===== src/rtl/tsmp_tx_framer.sv =====
// TSMP transmit framer: builds a 16-byte header, streams the payload from a
// show-ahead FIFO, zero-pads short frames up to the Ethernet minimum, and
// enforces an inter-frame gap before the next request is accepted.
module tsmp_tx_framer #(
    parameter int unsigned  DATA_WIDTH = 9,
    parameter logic [15:0]  ETHERTYPE  = 16'hFF01,
    parameter int unsigned  LEN_W      = 11,
    parameter int unsigned  MAX_LEN    = 1500,
    parameter int unsigned  MIN_FRAME  = 60,
    parameter int unsigned  IFG_CYCLES = 12
) (
    input  logic                  i_clk,
    input  logic                  i_rst_n,
    input  logic                  i_tx_start,
    input  logic [LEN_W-1:0]      iv_tx_len,
    input  logic [47:0]           iv_dmac,
    input  logic [47:0]           iv_smac,
    input  logic [7:0]            iv_type,
    input  logic [7:0]            iv_subtype,
    output logic                  o_tx_rdy,
    input  logic [7:0]            iv_fifo_rdata,
    input  logic                  i_fifo_empty,
    output logic                  o_fifo_rd,
    output logic [DATA_WIDTH-1:0] ov_data,
    output logic                  o_data_wr,
    output logic                  o_tx_done,
    output logic                  o_tx_err,
    output logic                  o_underflow
);

    localparam int unsigned HDR_LEN = 16;
    // One extra bit so header + payload never wraps the word counter.
    localparam int unsigned CNT_W   = LEN_W + 1;
    localparam int unsigned IFG_W   = (IFG_CYCLES < 1) ? 1 : $clog2(IFG_CYCLES + 1);

    typedef enum logic [2:0] {
        StIdle,
        StHdr,
        StPay,
        StPad,
        StIfg
    } state_e;

    state_e           state_q, state_d;
    logic [47:0]      dmac_q, dmac_d;
    logic [47:0]      smac_q, smac_d;
    logic [7:0]       type_q, type_d;
    logic [7:0]       subtype_q, subtype_d;
    logic [CNT_W-1:0] total_q, total_d;
    logic [CNT_W-1:0] word_idx_q, word_idx_d;
    logic [LEN_W-1:0] pay_rem_q, pay_rem_d;
    logic [IFG_W-1:0] ifg_cnt_q, ifg_cnt_d;

    logic [DATA_WIDTH-1:0] data_q, data_d;
    logic                  data_wr_q, data_wr_d;
    logic                  tx_done_q, tx_done_d;
    logic                  tx_err_q, tx_err_d;
    logic                  underflow_q, underflow_d;

    logic             emit;
    logic             marker;
    logic [7:0]       byte_d;
    logic [7:0]       hdr_byte;
    logic             fifo_rd;
    logic             last_word;
    logic [CNT_W-1:0] req_sum;
    logic [CNT_W-1:0] req_total;

    // word_idx_q is the index of the word being produced in this cycle.
    assign last_word = (word_idx_q == total_q - CNT_W'(1));

    // Frame length for the incoming request: max(16 + len, MIN_FRAME).
    assign req_sum   = CNT_W'(iv_tx_len) + CNT_W'(HDR_LEN);
    assign req_total = (req_sum < CNT_W'(MIN_FRAME)) ? CNT_W'(MIN_FRAME) : req_sum;

    // Header byte selection from the latched request fields (byte 0 is sent
    // straight from the inputs in the accept cycle).
    always_comb begin
        hdr_byte = 8'h00;
        case (word_idx_q[3:0])
            4'd0:    hdr_byte = dmac_q[47:40];
            4'd1:    hdr_byte = dmac_q[39:32];
            4'd2:    hdr_byte = dmac_q[31:24];
            4'd3:    hdr_byte = dmac_q[23:16];
            4'd4:    hdr_byte = dmac_q[15:8];
            4'd5:    hdr_byte = dmac_q[7:0];
            4'd6:    hdr_byte = smac_q[47:40];
            4'd7:    hdr_byte = smac_q[39:32];
            4'd8:    hdr_byte = smac_q[31:24];
            4'd9:    hdr_byte = smac_q[23:16];
            4'd10:   hdr_byte = smac_q[15:8];
            4'd11:   hdr_byte = smac_q[7:0];
            4'd12:   hdr_byte = ETHERTYPE[15:8];
            4'd13:   hdr_byte = ETHERTYPE[7:0];
            4'd14:   hdr_byte = type_q;
            default: hdr_byte = subtype_q;
        endcase
    end

    // Next-state logic and the word to be registered onto the bus next cycle.
    always_comb begin
        state_d     = state_q;
        dmac_d      = dmac_q;
        smac_d      = smac_q;
        type_d      = type_q;
        subtype_d   = subtype_q;
        total_d     = total_q;
        word_idx_d  = word_idx_q;
        pay_rem_d   = pay_rem_q;
        ifg_cnt_d   = ifg_cnt_q;
        emit        = 1'b0;
        marker      = 1'b0;
        byte_d      = 8'h00;
        fifo_rd     = 1'b0;
        tx_done_d   = 1'b0;
        tx_err_d    = 1'b0;
        underflow_d = 1'b0;

        case (state_q)
            StIdle: begin
                if (i_tx_start) begin
                    dmac_d    = iv_dmac;
                    smac_d    = iv_smac;
                    type_d    = iv_type;
                    subtype_d = iv_subtype;
                    if (iv_tx_len > LEN_W'(MAX_LEN)) begin
                        tx_err_d = 1'b1;
                    end else begin
                        // Word 0 leaves in the accept cycle so it is on the bus at N+1.
                        emit       = 1'b1;
                        marker     = 1'b1;
                        byte_d     = iv_dmac[47:40];
                        word_idx_d = CNT_W'(1);
                        pay_rem_d  = iv_tx_len;
                        total_d    = req_total;
                        state_d    = StHdr;
                    end
                end
            end

            StHdr: begin
                emit       = 1'b1;
                byte_d     = hdr_byte;
                word_idx_d = word_idx_q + CNT_W'(1);
                if (word_idx_q == CNT_W'(HDR_LEN - 1)) begin
                    // A zero-length payload always needs padding to reach the minimum.
                    state_d = (pay_rem_q != '0) ? StPay : StPad;
                end
            end

            StPay: begin
                emit = 1'b1;
                if (i_fifo_empty) begin
                    // Missing byte: send zero, keep the frame length fixed.
                    underflow_d = 1'b1;
                end else begin
                    fifo_rd = 1'b1;
                    byte_d  = iv_fifo_rdata;
                end
                pay_rem_d  = pay_rem_q - LEN_W'(1);
                word_idx_d = word_idx_q + CNT_W'(1);
                if (last_word) begin
                    marker    = 1'b1;
                    tx_done_d = 1'b1;
                    ifg_cnt_d = IFG_W'(IFG_CYCLES);
                    state_d   = StIfg;
                end else if (pay_rem_q == LEN_W'(1)) begin
                    state_d = StPad;
                end
            end

            StPad: begin
                emit       = 1'b1;
                word_idx_d = word_idx_q + CNT_W'(1);
                if (last_word) begin
                    marker    = 1'b1;
                    tx_done_d = 1'b1;
                    ifg_cnt_d = IFG_W'(IFG_CYCLES);
                    state_d   = StIfg;
                end
            end

            StIfg: begin
                // The first gap cycle still shows the end-marker word, so the
                // count runs IFG_CYCLES+1 cycles to leave IFG_CYCLES idle ones.
                if (ifg_cnt_q == '0) begin
                    state_d = StIdle;
                end else begin
                    ifg_cnt_d = ifg_cnt_q - IFG_W'(1);
                end
            end

            default: state_d = StIdle;
        endcase

        data_wr_d = emit;
        data_d    = emit ? DATA_WIDTH'({marker, byte_d}) : '0;
    end

    // State, latched request and registered bus outputs; synchronous reset.
    always_ff @(posedge i_clk) begin
        if (!i_rst_n) begin
            state_q     <= StIdle;
            dmac_q      <= '0;
            smac_q      <= '0;
            type_q      <= '0;
            subtype_q   <= '0;
            total_q     <= '0;
            word_idx_q  <= '0;
            pay_rem_q   <= '0;
            ifg_cnt_q   <= '0;
            data_q      <= '0;
            data_wr_q   <= 1'b0;
            tx_done_q   <= 1'b0;
            tx_err_q    <= 1'b0;
            underflow_q <= 1'b0;
        end else begin
            state_q     <= state_d;
            dmac_q      <= dmac_d;
            smac_q      <= smac_d;
            type_q      <= type_d;
            subtype_q   <= subtype_d;
            total_q     <= total_d;
            word_idx_q  <= word_idx_d;
            pay_rem_q   <= pay_rem_d;
            ifg_cnt_q   <= ifg_cnt_d;
            data_q      <= data_d;
            data_wr_q   <= data_wr_d;
            tx_done_q   <= tx_done_d;
            tx_err_q    <= tx_err_d;
            underflow_q <= underflow_d;
        end
    end

    // Ready and FIFO pop are gated by reset so nothing is accepted or drained
    // while reset is held.
    assign o_tx_rdy    = (state_q == StIdle) & i_rst_n;
    assign o_fifo_rd   = fifo_rd & i_rst_n;
    assign ov_data     = data_q;
    assign o_data_wr   = data_wr_q;
    assign o_tx_done   = tx_done_q;
    assign o_tx_err    = tx_err_q;
    assign o_underflow = underflow_q;

endmodule


===== config.mk =====
export PLATFORM = sky130hd
export DESIGN_NAME = tsmp_tx_framer
export DESIGN_NICKNAME = d
export VERILOG_FILES = /design/src/rtl/tsmp_tx_framer.sv
export SDC_FILE = /design/constraint.sdc
export NUM_CORES = 1
export LEC_CHECK = 0
export BUFFER_PORTS_ARGS = -buffer_cell sky130_fd_sc_hd__buf_2
export CAP_MARGIN = 10
export CORE_ASPECT_RATIO = 2
export CORE_MARGIN = 3
export CORE_UTILIZATION = 55
export CTS_BUF_LIST = sky130_fd_sc_hd__clkbuf_8
export CTS_CLUSTER_SIZE = 14
export DETAILED_ROUTE_END_ITERATION = 10
export PLACE_DENSITY_LB_ADDON = 0.15
export SLEW_MARGIN = 0
export SYNTH_ARGS = -nofsm -noshare
export SYNTH_HDL_FRONTEND = slang
export SYNTH_SLANG_ARGS = --single-unit

===== constraint.sdc =====
create_clock -name i_clk -period 3.2 [get_ports i_clk]
set_input_delay 0.64 -clock i_clk [delete_from_list [all_inputs] [get_ports i_clk]]
set_output_delay 0.64 -clock i_clk [all_outputs]
set_load 0.005 [all_outputs]

# Yosys cells after proc, flatten, opt, wreduce, memory -nomap -nowiden
# Index checks and enable logic that the tools add are counted.
# W data, S select, Z words.
[totals] ff_bits=167 in_bits=135 out_inout_bits=15
[classes] add_sub_neg=5 order_cmp=2 eq_ne=29 muxes=33 bitwise=3 n_reduce_logical=19
[op_table] op="$pmux W8 S15" n=1
[op_table] op="$mux W12" n=3
[op_table] op="$eq A4 B4 Y1 const B" n=7
[op_table] op="$mux W8" n=3
[op_table] op="$pmux W12 S2" n=1
[op_table] op="$pmux W8 S3" n=1
[op_table] op="$mux W11" n=2
[op_table] op="$pmux W11 S2" n=1
[op_table] op="$mux W3" n=7
[op_table] op="$eq A4 B3 Y1 const B" n=4
[op_table] op="$pmux W3 S5" n=1
[op_table] op="$reduce_and A3 Y1" n=5
[op_table] op="$add A11 B5 Y12 const B" n=1
[op_table] op="$add A12 B1 Y12 const B" n=1
[op_table] op="$eq A12 B12 Y1" n=1
[op_table] op="$eq A12 B4 Y1 const B" n=1
[op_table] op="$lt A12 B6 Y1 const B" n=1
[op_table] op="$ne A2 B2 Y1 const B" n=6
[op_table] op="$sub A12 B1 Y12 const B" n=1
[op_table] op="$eq A11 B1 Y1 const B" n=1
[op_table] op="$gt A11 B11 Y1 const B" n=1
[op_table] op="$reduce_bool A11 Y1" n=1
[op_table] op="$sub A11 B1 Y11 const B" n=1
[op_table] op="$eq A4 B2 Y1 const B" n=2
[op_table] op="other kinds (20)" n=37

# Logic depth before layout (Yosys ltp)
# Gate-level depths: netlist (run 1).
[depth] word_depth=5 mapped_depth=10 ltp_nobuf=8

# Least setup slack after synthesis (run 1)
# OpenSTA, ideal clock, no wires.
[synth_timing] path_kind="flip-flop to flip-flop" from="register total_q[0]" to="register state_q[2]" setup_time_ns=0.067 t_arrival_ns=2.456 setup_slack_ns=0.677 stages_incl_launch_ff=8 cell_sequence="dfxtp_1 or4_1 buf_2 nor3_1 mux2_2 o21a_1 or4_4 a21oi_2"
[synth_via] elab_chain_len=4 word_cells_on_any_way=7 classes_between="add/sub (1); eq/ne (3); mux (2); reduce/logical (1)"
[synth_rtl] item="start, declared" line="49" rtl="logic [CNT_W-1:0] total_q, total_d;"
[synth_rtl] item="start signal, assigned" line="223" rtl="total_q <= total_d;"
[synth_rtl] item="$sub A12 B1 Y12 (*)" line="70" rtl="assign last_word = (word_idx_q == total_q - CNT_W'(1));"
[synth_rtl] item="$eq A12 B12 Y1 (*)" line="70"
[synth_rtl] item="$ne A3 B3 Y1 (no line), or another cell as far along"
[synth_rtl] item="$reduce_and A6 Y1 (no line) / $pmux W3 S5 (equally long branches)"
[synth_rtl] item="end signal, assigned" line="203" rtl="state_q <= StIdle;"
[synth_rtl] item="end signal, assigned" line="218" rtl="state_q <= state_d;"
[synth_rtl] item="end, declared" line="44" rtl="state_e state_q, state_d;"
# Every way passes the cells marked *; elsewhere a longest branch is shown, timed or not.
# A chain may end at the register's enable or synchronous reset.

# Worst setup path in the final report (run 1)
# Same ends and word-level chain as after synthesis.

==> run metrics, run 1 <==
Peak Freq 364.8 MHz; largest family of logic cells by synthesized area compound AO/OA/AOI/OAI gates; Final Cell Area 9193 µm²; Setup TNS 0 ns; FF-to-FF setup slack 0.46 ns; Root Buffer clkbuf_8; Hold Fails Final Rpt 0; antenna fix cells 0; # IOs 150; clk slew on worst S/H paths 0.10 ns; Via Count 7878; post-cts gate resize count 0; vias per std cell 5.892; kind of critical path flop to flop; Core Rows 61; Period Utilization, post-route 0.8566; syn_area_per_cell 7.737 µm²; Clock Sinks 167; DIE AREA 15810 µm²; CP Cell Sequence or4_1 -> nor3_1 -> mux2_2 -> o21a_1 -> or4_4 -> a21oi_2; total CTS buffers 17; pins over their slew limit 0; Critical Path Sink state_q[2]; # DRC 0; Synth Area in Compound Gates 0.2387; Mapped Cells 1013; type of element capturing the critical path flop; vias in the first global route 7637; total grt overflow 0; largest net degree at the start of global routing 109; GRT Overall Usage 0.3110; Initial DRC Count 601; first-pass GRT wire length 38.45 mm; Syn Std Cell Area 7838 µm²; R2R Path End state_q[2]; Max-slew headroom 0.5130; Pwr Density 754.2 nW/µm²; register area 3343 µm²; Final Skew 0.01242 ns; Peak VDD IR 0.0004912 V; critical register-to-register path startpoint total_q[0]; Fin Hold WS 0.3996 ns; Unique masters post-synth 66; crit path max fanout 6; initial core utilization 0.5611; Required @ worst endpoint 3.60 ns; flops & latches, synth 167; mux cell area share after synthesis 0.01501; share of layout cells above drive strength 1 0.2038; initial antenna violation count 0; Post-CTS Hold Buffers 0; crit path buf inv count 0; core area 13970 µm²; XOR/XNOR Fraction of Synth Area 0.03081; Most used DFF post-synth dfxtp_1; Synth Area in Simple Gates 0.2253; multi-input logic area 4143 µm²; ys async rst share 0; Syn Nets 1159; final wirelength 24.65 mm; Seq/Total Area, Yosys 0.4266; Final setup violation count 0; CP Data Arrival Time 3.14 ns; CP peak stage delay 0.66 ns; port bufs 149; Max clock buf depth 2; Synth Warn # 0; static leakage 3.548 nW; R2R depth 6; post-route ant nets 0; Die W 90.41 µm; Pre-Repair DR Iteration Count 6; Crit-path slowest cell or4_1; Max Cap Viol 0; Fillers 1303; WL per Instance 18.43 µm; delay-heaviest family, CP simple AND/OR/NAND/NOR gates; worst min-delay path class input pin to flop; Post-CTS Setup Repair Bufs 0; Layout Nets 1281; Worst Setup Start Kind flop; global placement routability congestion 0.9575; Area growth syn-to-layout 17.29%; adder-cell area share of the yosys netlist 0.01756; CTS tree yes; Slew @ Worst Pin 0.7278 ns; CTS H-tree lvls 4; Clk Latency, worst-skew pair 0.46 ns; critical path startpoint total_q[0]; status completed; RSZ-0062 raised after global routing no; Placed Area 8776 µm²; Post-synth EDFFs 0; fin crit period 2.741 ns; Die H 174.8 µm; Worst path depth 6; Post-DP HPWL 18.58 mm
through the flow:
step	setup WS, ns	power, mW	util	std cells
final	0.4588	6.933	0.6582	1337
after global routing	0.3544	7.335	0.6582	1337
after CTS	0.4632	6.927	0.6582	1337
after detailed placement	0.4725	5.350	0.6283	1305
after global placement	0.5281	5.315	0.6283	1305
after floorplan	0.6770	4.428	-	1013
cells by family after synthesis:
group / count (synthesis)
simple gates: 408
flops: 167
xor+xnor: 26
mux: 10
compound gates: 295
buf+inv: 96
fa+ha+maj: 11
Yosys cell counts, drive strengths merged, types with 3 or more instances:
| cell | count | area, µm² |
|---|---|---|
| a31oi | 7 | 43.79 |
| o221ai | 3 | 26.28 |
| ha | 11 | 137.6 |
| a311oi | 3 | 26.28 |
| nand2b | 5 | 31.28 |
| xor2 | 9 | 78.83 |
| o22ai | 5 | 31.28 |
| a2111oi | 3 | 45.05 |
| a22oi | 29 | 217.7 |
| mux2i | 5 | 50.05 |
| inv | 21 | 78.83 |
| or3 | 9 | 61.31 |
| nor4 | 9 | 56.30 |
| buf | 4 | 16.26 |
| nor2 | 44 | 165.2 |
| nor3 | 20 | 100.1 |
| clkbuf | 70 | 262.8 |
| or2 | 3 | 18.77 |
| o21ai | 18 | 90.08 |
| mux2 | 4 | 45.04 |
| dfxtp | 167 | 3343 |
| nand3 | 21 | 110.1 |
| a211oi | 7 | 52.55 |
| nand4 | 3 | 18.77 |
| o31ai | 5 | 37.54 |
| a21oi | 160 | 812.0 |
| o21a | 3 | 22.52 |
| o211ai | 5 | 37.54 |
| a222oi | 6 | 60.06 |
| a22o | 5 | 43.79 |
| nand2 | 268 | 1006 |
| o221a | 4 | 45.04 |
| and3 | 5 | 31.28 |
| xnor2 | 16 | 140.1 |
| a221oi | 14 | 122.6 |
| or4 | 8 | 63.81 |
worst min path at each step:
stage / startpoint / end / depth (start not counted)
2_1_floorplan: type_q[0] / type_q[0] / 2
3_3_place_gp: dmac_q[29] / dmac_q[29] / 2
3_5_place_dp: smac_q[23] / smac_q[23] / 2
4_1_cts: iv_dmac[21] / dmac_q[21] / 3
5_1_grt: iv_dmac[5] / dmac_q[5] / 3
6_report: iv_dmac[21] / dmac_q[21] / 3
cells in the final DEF, fill, tap and decap left out, types with 4 or more instances in the layout:
cell type  netlist  final
nor4_1           9      9
nand3_1         20     20
o211ai_1         5      5
a221oi_1        14     14
or4_1            7      7
o31ai_1          5      5
xnor2_1         16     16
inv_6            0      6
buf_2            1    149
a31oi_1          7      7
mux2i_1          5      5
nor3_1          20     20
a222oi_1         6      6
mux2_2           4      4
a211oi_1         7      7
inv_1           21     21
dfxtp_1        167    167
a22oi_1         29     29
clkbuf_8         0     17
nand2b_1         5      5
o21ai_0         17     17
buf_4            0     27
ha_1            11     11
o221a_2          4      4
and3_1           5      5
o22ai_1          5      5
nand2_1        268    267
or3_1            8      8
a21oi_1        157    157
xor2_1           9      9
a22o_1           5      5
nor2_1          44     44
per-layer routing:
layer	global-route usage	share of wire	routed length, µm	vias up
li1	-	-	-	3796
met1	0.3116	0.34	8462	3659
met2	0.5726	0.53	13060	317
met3	0.04222	0.049	1209	106
met4	0.2347	0.077	1910	0
met5	0	0	0	-
worst reg2reg max path, cell delays in order (launching register included):
cell and delay, ns:
dfxtp_1 0.37, or4_1 0.66, nor3_1 0.29, mux2_2 0.36, o21a_1 0.24, or4_4 0.60, a21oi_2 0.15
registers in the layout (all words and copies together) (netlist names):
| register | cells |
|---|---|
| state_q | 3 |
| o_underflow | 1 |
| pay_rem_q | 11 |
| o_data_wr | 1 |
| dmac_q | 48 |
| o_tx_done | 1 |
| subtype_q | 8 |
| total_q | 12 |
| type_q | 8 |
| ifg_cnt_q | 4 |
| smac_q | 48 |
| word_idx_q | 12 |
| o_tx_err | 1 |
| ov_data | 9 |
area by class of cell:
type	instances	area share
Tap cell	189	0.02572
Clock inverter	15	0.01987
Multi-Input combinational cell	750	0.4507
Clock buffer	17	0.02545
Timing Repair Buffer	177	0.1053
Inverter	22	0.009255
Sequential cell	167	0.3637
power breakdown:
part	total, mW	internal, mW	switching, mW
Combinational	2.60	0.953	1.65
Sequential	2.74	2.44	0.306
Clock	1.59	0.728	0.859
Total	6.93	4.12	2.82
Power figures use the tool's default switching activity.
==> run 2, diff against run 1 <==
--- a/config.mk
+++ b/config.mk
@@ -5,6 +5,7 @@
 export SDC_FILE = /design/constraint.sdc
 export NUM_CORES = 1
 export LEC_CHECK = 0
+export ABC_AREA = 1
 export BUFFER_PORTS_ARGS = -buffer_cell sky130_fd_sc_hd__buf_2
 export CAP_MARGIN = 10
 export CORE_ASPECT_RATIO = 2
==> run 2 against run 1 <==
Net effect:
- sequential share of layout area is 0.12 points higher
- combinational power up 3%
- design area is 0.33% lower
- clock-buffer cell count stayed put
- area after synthesis up 1.2%
- clock skew grew 0.0041 ns
- power up 2.2%
- critical path depth grew 2
- fmax rose by 3.4%
- register-to-register slack gained 0.35 ns
- critical path type is now flop to primary output
==> run metrics, run 2 <==
crit path max fanout 15; Die W 90.91 µm; ys async rst share 0; placed cell count 1401; Seq/Total Area, Yosys 0.4216; Post-synth EDFFs 0; Final Cell Area 9163 µm²; post-cts gate resize count 0; CP Cell Sequence inv_1 -> nor2_1 -> inv_1 -> nor2_2 -> buf_4 -> inv_1 -> nor3_1 -> buf_2; Fin Hold WS 0.4054 ns; commonest non-fill, non-tap cell in the layout dfxtp_1; Worst Setup Start Kind flop; static leakage 3.982 nW; post-route ant nets 0; multi-input logic area 3847 µm²; register area 3343 µm²; flops & latches, synth 167; CP Data Arrival Time 2.01 ns; total chip power 7.082 mW; leading area contributor after synthesis dfxtp_1; Fillers 1381; Post-CTS Hold Buffers 0; GRT Overall Usage 0.3021; Worst Slack Setup Final 0.5501 ns; Initial DRC Count 465; Finished Layout Cells 1432; most frequent cells in the layout dfxtp_1 (167), buf_2 (149), nor2_1 (144); Synth Warn # 0; share of layout cells above drive strength 1 0.1812; Most used DFF post-synth dfxtp_1; Core Rows 61; Crit-path slowest cell dfxtp_1; Peak Freq 377.4 MHz; Die H 175.8 µm; vias in the first global route 7814; initial core utilization 0.5647; Clk Latency, worst-skew pair 0.45 ns; # IOs 150; Clock Sinks 167; first-pass GRT wire length 38.02 mm; WL per Instance 16.93 µm; Top Registers dmac_q x48, smac_q x48; Placed Area 8778 µm²; Final Skew 0.01655 ns; core area 14040 µm²; Pre-Repair DR Iteration Count 5; pins over their slew limit 0; total grt overflow 0; Peak VDD IR 0.0005590 V; fin crit period 2.650 ns; Pwr Density 772.9 nW/µm²; clk slew on worst S/H paths 0.10 ns; Required @ worst endpoint 2.56 ns; worst min-delay path class input pin to flop; Post-CTS Setup Repair Bufs 0; Syn Std Cell Area 7930 µm²; delay-heaviest family, CP buffers and inverters; Unique masters post-synth 39; count leader, synth dfxtp_1; CP peak stage delay 0.41 ns; Syn Nets 1251; Max Cap Viol 0; ranking of synthesized cells by area dfxtp_1 (42%), o21ai_0 (8.6%), a21oi_1 (7.3%); type of element capturing the critical path primary output; largest net degree at the start of global routing 170; # DRC 0; Final setup violation count 0; Period Utilization, post-route 0.8281; crit path buf inv count 5; vias per std cell 5.541; RSZ-0062 raised after global routing no; Slew @ Worst Pin 0.8394 ns; DIE AREA 15980 µm²; Layout Nets 1377; setup slack at placement 0.6328 ns; Root Buffer clkbuf_8; syn_area_per_cell 7.177 µm²; Via Count 7934; Max clock buf depth 2; Area growth syn-to-layout 15.54%; Post-DP HPWL 18.18 mm; port bufs 149; post-layout util 0.6524; Setup TNS 0 ns; CTS tree yes; initial antenna violation count 1; status completed; Max-slew headroom 0.4361; Synth top area share 0.4216; cell mode on critical path inv_1; CTS H-tree lvls 4; Hold Fails Final Rpt 0; final wirelength 24.25 mm; kind of critical path flop to primary output; Mapped Cells 1105; global placement routability congestion 0.9217; total CTS buffers 17; Post-synth top cells dfxtp_1 (167), nor2_1 (144), nand2_1 (137), o21ai_0 (137), inv_1 (133)
[run 2: routing by layer]
metal | vias up | share of wire | track usage
li1 | 3936 | - | -
met1 | 3663 | 0.35 | 0.2989
met3 | 86 | 0.040 | 0.04415
met2 | 249 | 0.55 | 0.5795
met5 | - | 0 | 0
met4 | 0 | 0.063 | 0.1845
[run 2: kinds of logic (layout without fill, tap and decap cells)]
family / count (synthesis) / in the layout / synth area share
fa+ha+maj: 11 / 11 / 0.01736
simple gates: 392 / 392 / 0.2195
compound gates: 325 / 325 / 0.2263
xor+xnor: 20 / 20 / 0.02209
flops: 167 / 167 / 0.4216
other cells: 0 / 1 / 0
buf+inv: 190 / 327 / 0.09325
[run 2: worst register-to-register path: cells and delay by family, from the launching register on]
family          cells  cell delay [ns]
simple gates        2             0.55
buf+inv             1             0.19
flops               1             0.63
compound gates      4             0.90
[run 2: power breakdown]
part | total [mW] | internal (mW) | switching [mW] | leakage (nW)
logic | 2.69 | 0.859 | 1.83 | 2.42
clock network | 1.51 | 0.699 | 0.806 | 0.187
registers | 2.89 | 2.60 | 0.291 | 1.38
total | 7.08 | 4.16 | 2.92 | 3.98
[run 2: cell type report]
| class | count | area share |
|---|---|---|
| antenna | 1 | 0.0002731 |
| clock buffer | 17 | 0.02554 |
| sequential | 167 | 0.3649 |
| clock inverter | 13 | 0.01611 |
| multi-input combinational | 748 | 0.4199 |
| timing repair buffer | 155 | 0.08903 |
| inverter | 142 | 0.05845 |
| tap | 189 | 0.02581 |
[run 2: path summary, 6_finish.rpt]
kind	from	end	slack, ns	depth (start not counted)
max reg2reg	word_idx_q[3]	ov_data[6]	0.81	7
max	state_q[1]	o_fifo_rd	0.55	8
min	iv_smac[10]	smac_q[10]	0.41	3
min reg2reg	smac_q[31]	smac_q[31]	0.46	2
